### src/rtl/jpeg_bit_packer.sv
// JPEG entropy-output packer: code words in MSB-first, bytes out with 0xFF/0x00 stuffing; PACK_BYTE_COUNT_EN adds byte/stuff counters.
// States: RUN accept+extract | STUFF emit 0x00 after 0xFF | PAD 1-fill to byte boundary | DRAIN extract until empty, then flush_done.
module jpeg_bit_packer #(
  parameter int MAX_LEN = 27,
  parameter int BUF_W   = 40
) (
  input  logic               clk,
  input  logic               reset,
  input  logic               in_valid,
  output logic               in_ready,
  input  logic [MAX_LEN-1:0] in_code,
  input  logic [4:0]         in_len,
  input  logic               flush,
  output logic               out_valid,
  input  logic               out_ready,
  output logic [7:0]         out_byte,
  output logic               busy,
  output logic               flush_done
`ifdef PACK_BYTE_COUNT_EN
  ,
  output logic [31:0]        byte_count,
  output logic [15:0]        stuff_count
`endif
);

  localparam int CW = $clog2(BUF_W + 1);

  typedef enum logic [1:0] {S_RUN, S_STUFF, S_PAD, S_DRAIN} state_t;

  state_t             st_q, ret_q, mode_nx;
  logic [BUF_W-1:0]   acc_q;
  logic [CW-1:0]      cnt_q;
  logic               out_valid_q;
  logic [7:0]         out_byte_q;
  logic               flush_done_q;

  logic [4:0]         len_c;
  logic [CW-1:0]      len_w, app_sh, cnt_app, cnt_ext, pad_n;
  logic [MAX_LEN-1:0] code_m;
  logic [BUF_W-1:0]   acc_app, acc_ext, pad_mask;
  logic               accept, xfer, xfer_ff, out_free, ext_ok, ov_keep;

  assign in_ready   = (st_q == S_RUN) && (cnt_q <= CW'(BUF_W - MAX_LEN));
  assign out_valid  = out_valid_q;
  assign out_byte   = out_byte_q;
  assign flush_done = flush_done_q;
  assign busy       = (cnt_q != '0) || out_valid_q || (st_q != S_RUN);

  always_comb begin
    len_c    = (in_len > 5'(MAX_LEN)) ? 5'(MAX_LEN) : in_len;
    len_w    = {{(CW-5){1'b0}}, len_c};
    accept   = in_valid && in_ready;
    xfer     = out_valid_q && out_ready;
    xfer_ff  = xfer && (out_byte_q == 8'hFF);
    out_free = !out_valid_q || out_ready;
    ov_keep  = out_valid_q && !out_ready;
    code_m   = in_code & ~({MAX_LEN{1'b1}} << len_c);
    // Only meaningful when accepting: cnt_q <= BUF_W-MAX_LEN keeps the shift non-negative.
    app_sh   = CW'(BUF_W) - cnt_q - len_w;
    acc_app  = acc_q;
    cnt_app  = cnt_q;
    if (accept) begin
      acc_app = acc_q | ({{(BUF_W-MAX_LEN){1'b0}}, code_m} << app_sh);
      cnt_app = cnt_q + len_w;
    end
    ext_ok   = out_free && !xfer_ff && (cnt_q >= CW'(8));
    acc_ext  = acc_app << 8;
    cnt_ext  = cnt_app - CW'(8);
    pad_n    = (cnt_q[2:0] == 3'd0) ? '0 : {{(CW-4){1'b0}}, 4'd8 - {1'b0, cnt_q[2:0]}};
    pad_mask = ({BUF_W{1'b1}} >> cnt_q) & ~({BUF_W{1'b1}} >> (cnt_q + pad_n));
    mode_nx  = (st_q == S_RUN && flush) ? S_PAD : st_q;
  end

  always_ff @(posedge clk or posedge reset) begin
    if (reset) begin
      st_q         <= S_RUN;
      ret_q        <= S_RUN;
      acc_q        <= '0;
      cnt_q        <= '0;
      out_valid_q  <= 1'b0;
      out_byte_q   <= 8'h00;
      flush_done_q <= 1'b0;
    end else begin
      flush_done_q <= 1'b0;
      unique case (st_q)
        S_RUN, S_DRAIN: begin
          acc_q <= ext_ok ? acc_ext : acc_app;
          cnt_q <= ext_ok ? cnt_ext : cnt_app;
          if (xfer_ff) begin
            out_byte_q <= 8'h00;
            st_q       <= S_STUFF;
            ret_q      <= mode_nx;
          end else if (ext_ok) begin
            out_byte_q  <= acc_app[BUF_W-1 -: 8];
            out_valid_q <= 1'b1;
            st_q        <= mode_nx;
          end else begin
            if (xfer) out_valid_q <= 1'b0;
            // Nothing left anywhere: finish the flush without visiting PAD/DRAIN.
            if (mode_nx != S_RUN && cnt_app == '0 && !ov_keep) begin
              st_q         <= S_RUN;
              flush_done_q <= 1'b1;
            end else begin
              st_q <= mode_nx;
            end
          end
        end
        S_STUFF: begin
          if (xfer) begin
            out_valid_q <= 1'b0;
            if (ret_q == S_DRAIN && cnt_q == '0) begin
              st_q         <= S_RUN;
              flush_done_q <= 1'b1;
            end else begin
              st_q <= ret_q;
            end
          end
        end
        S_PAD: begin
          acc_q <= acc_q | pad_mask;
          cnt_q <= cnt_q + pad_n;
          if (xfer_ff) begin
            out_byte_q <= 8'h00;
            st_q       <= S_STUFF;
            ret_q      <= S_DRAIN;
          end else begin
            if (xfer) out_valid_q <= 1'b0;
            if (cnt_q == '0 && !ov_keep) begin
              st_q         <= S_RUN;
              flush_done_q <= 1'b1;
            end else begin
              st_q <= S_DRAIN;
            end
          end
        end
        default: st_q <= S_RUN;
      endcase
    end
  end

`ifdef PACK_BYTE_COUNT_EN
  logic [31:0] byte_cnt_q;
  logic [15:0] stuff_cnt_q;

  always_ff @(posedge clk or posedge reset) begin
    if (reset) begin
      byte_cnt_q  <= '0;
      stuff_cnt_q <= '0;
    end else begin
      if (xfer && byte_cnt_q != '1) byte_cnt_q <= byte_cnt_q + 32'd1;
      if (xfer && st_q == S_STUFF && stuff_cnt_q != '1) stuff_cnt_q <= stuff_cnt_q + 16'd1;
    end
  end

  assign byte_count  = byte_cnt_q;
  assign stuff_count = stuff_cnt_q;
`endif

endmodule
### config.mk
export PLATFORM = sky130hd
export DESIGN_NAME = jpeg_bit_packer
export DESIGN_NICKNAME = d
export VERILOG_FILES = /design/src/rtl/jpeg_bit_packer.sv
export SDC_FILE = /design/constraint.sdc
export NUM_CORES = 1
export LEC_CHECK = 0
export ABC_AREA = 1
export CAP_MARGIN = 20
export CORE_ASPECT_RATIO = 1.4
export CORE_UTILIZATION = 55
export DETAILED_ROUTE_END_ITERATION = 10
export PLACE_DENSITY = 0.84
export RECOVER_POWER = 50
export SYNTH_ARGS = -nofsm -noshare
export SYNTH_HDL_FRONTEND = slang
export SYNTH_SLANG_ARGS = --single-unit
### constraint.sdc
create_clock -name clk -period 3.61 [get_ports clk]
set_input_delay 0.361 -clock clk [delete_from_list [all_inputs] [get_ports clk]]
set_output_delay 0.361 -clock clk [all_outputs]
set_load 0.01 [all_outputs]
# --- Word-level counts from Yosys, hierarchy flattened ---
# Cells that the tools add are included.
# W data, S select, Z words.
totals:
  ff_bits: 60
  inputBits: 37
  output_inout_bits: 12
  elab_cells: 105
classes:
  add_sub_neg: 6
  order_cmp: 3
  n_eq_ne: 11
  shift: 4
  muxes: 37
  bitwise: 6
  reduce_logical: 31
op_table:
  columns: ["operator", "n"]
  rows:
  - ["$mux W40", 2]
  - ["$or A40 B40 Y40", 2]
  - ["$pmux W40 S2", 1]
  - ["$shr A40 B6 Y40 const A", 2]
  - ["$and A40 B40 Y40", 1]
  - ["$not A40 Y40", 1]
  - ["$shl A27 B6 Y40", 1]
  - ["$and A27 B27 Y27", 1]
  - ["$not A27 Y27", 1]
  - ["$shl A27 B5 Y27 const A", 1]
  - ["$mux W8", 3]
  - ["$mux W2", 10]
  - ["$pmux W8 S2", 1]
  - ["$logic_and A1 B1 Y1", 12]
  - ["$logic_not A6 Y1", 2]
  - ["$mux W6", 2]
  - ["$pmux W6 S2", 1]
  - ["$mux W1", 11]
  - ["$ne A2 B2 Y1 const B", 5]
  - ["$eq A8 B8 Y1 const B", 1]
  - ["$add A6 B4 Y6", 1]
  - ["$add A6 B5 Y6", 1]
  - ["$eq A2 B2 Y1 const B", 3]
  - ["$ge A6 B4 Y1 const B", 1]
  - ["22 further kinds", 31]

# --- Depth between registers and ports, before layout ---
depth:
  depth_word: 11
  mapped_depth: 22
  ltp_nobuf: 21

# --- Worst setup path after synthesis ---
# Ideal clock, no wire load.
synth_path:
  kind: "register -> register"
  startpoint: "reg cnt_q[1]"
  endpoint: "reg acc_q[31]"
  setup_time_ns: 0.113
  t_arrival_ns: 3.064
  path_slack_ns: 0.433
  stages_incl_launch_ff: 18
  path_buffers: 2
  cell_sequence: "dfrtp_1 > inv_1 > ha_1 > ha_1 > nor4_1 > ha_1 > nand2_1 > a21oi_1 > ha_1 > buf_2 > buf_2 > o21ai_0 > o21ai_0 > nand2_1 > a21oi_1 > nand3_1 > nand2_1 > inv_1"
synth_via:
  elab_chain_len: 8
synth_lines:
  columns: ["element", "line_no", "rtl"]
  rows:
  - ["from (decl)", "32", "logic [CW-1:0] cnt_q;"]
  - ["from (signal assigned)", "88", "cnt_q <= ext_ok ? cnt_ext : cnt_app;"]
  - ["from (signal assigned)", "121", "cnt_q <= cnt_q + pad_n;"]
  - ["$sub A4 B3 Y4 / $logic_not A3 Y1 (equally long branches)", "69", "pad_n = (cnt_q[2:0] == 3'd0) ? '0 : {{(CW-4){1'b0}}, 4'd8 - {1'b0, cnt_q[2:0]}};"]
  - ["$mux W4", "69", null]
  - ["$add A6 B4 Y6", "70", "pad_mask = ({BUF_W{1'b1}} >> cnt_q) & ~({BUF_W{1'b1}} >> (cnt_q + pad_n));"]
  - ["$shr A40 B6 Y40", "70", null]
  - ["$not A40 Y40", "70", null]
  - ["$and A40 B40 Y40", "70", null]
  - ["$or A40 B40 Y40", "120", "acc_q <= acc_q | pad_mask;"]
  - ["$pmux W40 S2 (*)", "85", "unique case (st_q)"]
  - ["to (signal assigned)", "87", "acc_q <= ext_ok ? acc_ext : acc_app;"]
  - ["to (signal assigned)", "120", null]
  - ["to (decl)", "31", "logic [BUF_W-1:0] acc_q;"]
# Mark *: on every way between the ends. The rest lies on a longest branch, timed or not.
# A chain may end at the register's enable or synchronous reset.

# --- Worst setup path in the final report ---
layout_path:
  startpoint: "reg cnt_q[0]"
  endpoint: "reg acc_q[7]"
# Same word-level chain as after synthesis.

==> metrics.txt <==
outcome=finished, final reports clean; die span in y=around 140 um; chip width=around 100 um; top cells by instance count after synthesis=nand2_1 (389), nand3_1 (225), inv_1 (141), nor2_1 (87), o21ai_0 (81); Ys Warns=0; Clock Tree Root=clkbuf_16; worst-path maximum fanout=15; count of final setup violators=0; drt pass-1 iters=6; Synth Register Bits=60; Post-Syn Area=between 7000 and 8000 um^2; Final Max Tran Viols=0; Multi-input gate area=around 5000 um^2; TritonCTS Buffers=9; vias in the first global route=~8400; CTS tree=built; final antenna-violating net count=0; # hold bufs at CTS=0; number of cell rows=49; FFs w/ async S/R, synth=100%; pre-CTS setup slack=-0.0580 ns; Antenna diodes=0; CTS Sinks=60; residual DRC count=0; Worst Slack Setup Final=0.255 ns; gr usage total=between 40% and 50%; final std cells w/o fill=roughly 1500; critical path required time=about 3.8 ns; Final Hold Vio Count=0; critical path class=reg -> reg; CTS max path bufs=2; EDFF count, synth=0; Avg Cell Area, Syn=approximately 5.7 um^2; cell count after synthesis=between 1000 and 1500; sequential fraction of the synthesis area=20.3%; core area=between 10000 and 15000 um^2; worst path arrival time=around 3.6 ns; Total Die Area=roughly 14000 um^2; Worst setup EP type=register; Final Wtd Congestion=about 1; drt wl/cell=approximately 18 um; Worst-path clk slew=approximately 0.06 ns; Worst-Margin Slew=1.36 ns; Final min period=roughly 3.4 ns; Vias=around 9100; grt ovf=0; I/O Pins=49; worst hold path class=reg -> reg; Final Util=between 60% and 70%; Final Hold Slack=around 0.47 ns; Area contributors post-synth=dfrtp_1 (20%), nand2_1 (20%), nand3_1 (15%), inv_1 (7.1%), o21ai_0 (5.5%); sequential cell area=1500 um^2; RSZ-0062 raised after global routing=true; top-count cell post-synth=nand2_1; cell taking the most area after synthesis=dfrtp_1; Layout area overhead=16.3%; first-pass GRT wire length=43400 um; fin nets=approximately 1400; Max-slew headroom=under 10%; top cell type's share of synthesized area=about a fifth; largest net degree at the start of global routing=60; Synthesized Nets=between 1000 and 1500; Buffers on Ports=48; share of cells above drive strength 1=8.11%; Final period util=a little over 90%; Synth Flop Type=dfrtp_1; Fmax=298 MHz; Final HPWL DP=approximately 21000 um; Post-Route WL=27100 um; Clock Skews=just under 0.008 ns; synth unique cells=48; Reg2Reg Depth=14; # placed instances=1504; fill count=about 1300; initial DRC count=865; Worst-Skew Late Latency=between 0.3 and 0.4 ns; Starting Density=a little under three fifths; maxcap violations=0; htree depth=3; Hold Path Stages=2; startpoint types=register; antenna violations before repair=0; Vias/cell=about 5.9
## metal layers
layer | track usage, % | share of wire, % | vias to the layer above | wire (um)
met5 | 0 | 0 | - | 0
met4 | 26.2 | 6.9 | 0 | 1880
met3 | 5.07 | 7.2 | 120 | 1970
met2 | 69.4 | 50 | 504 | 13400
met1 | 45.8 | 36 | 4084 | 9850
li1 | - | - | 4347 | -
## logic make-up after synthesis
kind of cell / share of synthesized area [%]
AND/OR/NAND/NOR: 44.1
adder cells (fa/ha/maj): 5.30
AO/OA/AOI/OAI: 16.6
buffers and inverters: 12.3
flip-flops: 20.3
XOR/XNOR: 1.42
## worst max-delay path: stages, from the launching register on
cell and delay (ns):
dfrtp_1 0.35, inv_1 0.06, ha_1 0.20, ha_1 0.25, nor4_1 0.30, ha_1 0.32, or2_1 0.24, nand2_1 0.38
nand2_1 0.31, nor2_2 0.21, nand2_1 0.07, nand3_1 0.20, nand2_1 0.09, a21oi_1 0.14, a22oi_1 0.08
## flip-flops by register name, summed over array words and instances, names as in the netlist
register and count:
ret_q 2, st_q 2, out_byte 8, flush_done 1, cnt_q 6, out_valid 1, acc_q 40
## worst paths after layout
path	from	to	slack [ns]
max in group asynchronous	reset	acc_q[6]	0.93
max reg2reg	cnt_q[0]	acc_q[7]	0.26
min in group asynchronous	reset	out_byte[4]	0.81
max	cnt_q[0]	acc_q[7]	0.26
min reg2reg	acc_q[15]	acc_q[15]	0.47
min	acc_q[15]	acc_q[15]	0.47
## final cells by class
type,count,share of cell area (%)
multi-input combinational,1009,58.0
sequential,60,17.4
timing repair buffer,105,11.8
clock inverter,6,0.755
inverter,154,6.75
tap,178,2.58
clock buffer,10,2.66
## cell usage in the layout, fill, tap and decap left out, types with 11 or more instances in the layout
cell / instances
o21ai_1: 15
dfrtp_1: 60
clkdlybuf4s50_1: 42
o21ai_0: 78
nor2_1: 87
inv_1: 141
nand3_1: 225
nand4_1: 21
nand2_1: 389
buf_4: 47
a21oi_1: 73
ha_1: 23
o211ai_1: 11
## through the flow
step                area, um^2  setup TNS, ns
global route              8620       -0.00236
detailed placement        8270         -0.144
CTS                       8570              0
finish                    8620              0
global placement          8270        -0.0119
floorplan                 7410              0
## what timing repair did
item / CTS / global route
buffers inserted: 0 / 0
setup endpoints to repair: 0 / 4
resized for setup: 0 / 4
Power is not shown: default switching activity piles up to over one toggle a cycle in this logic, so the estimate is an artifact.
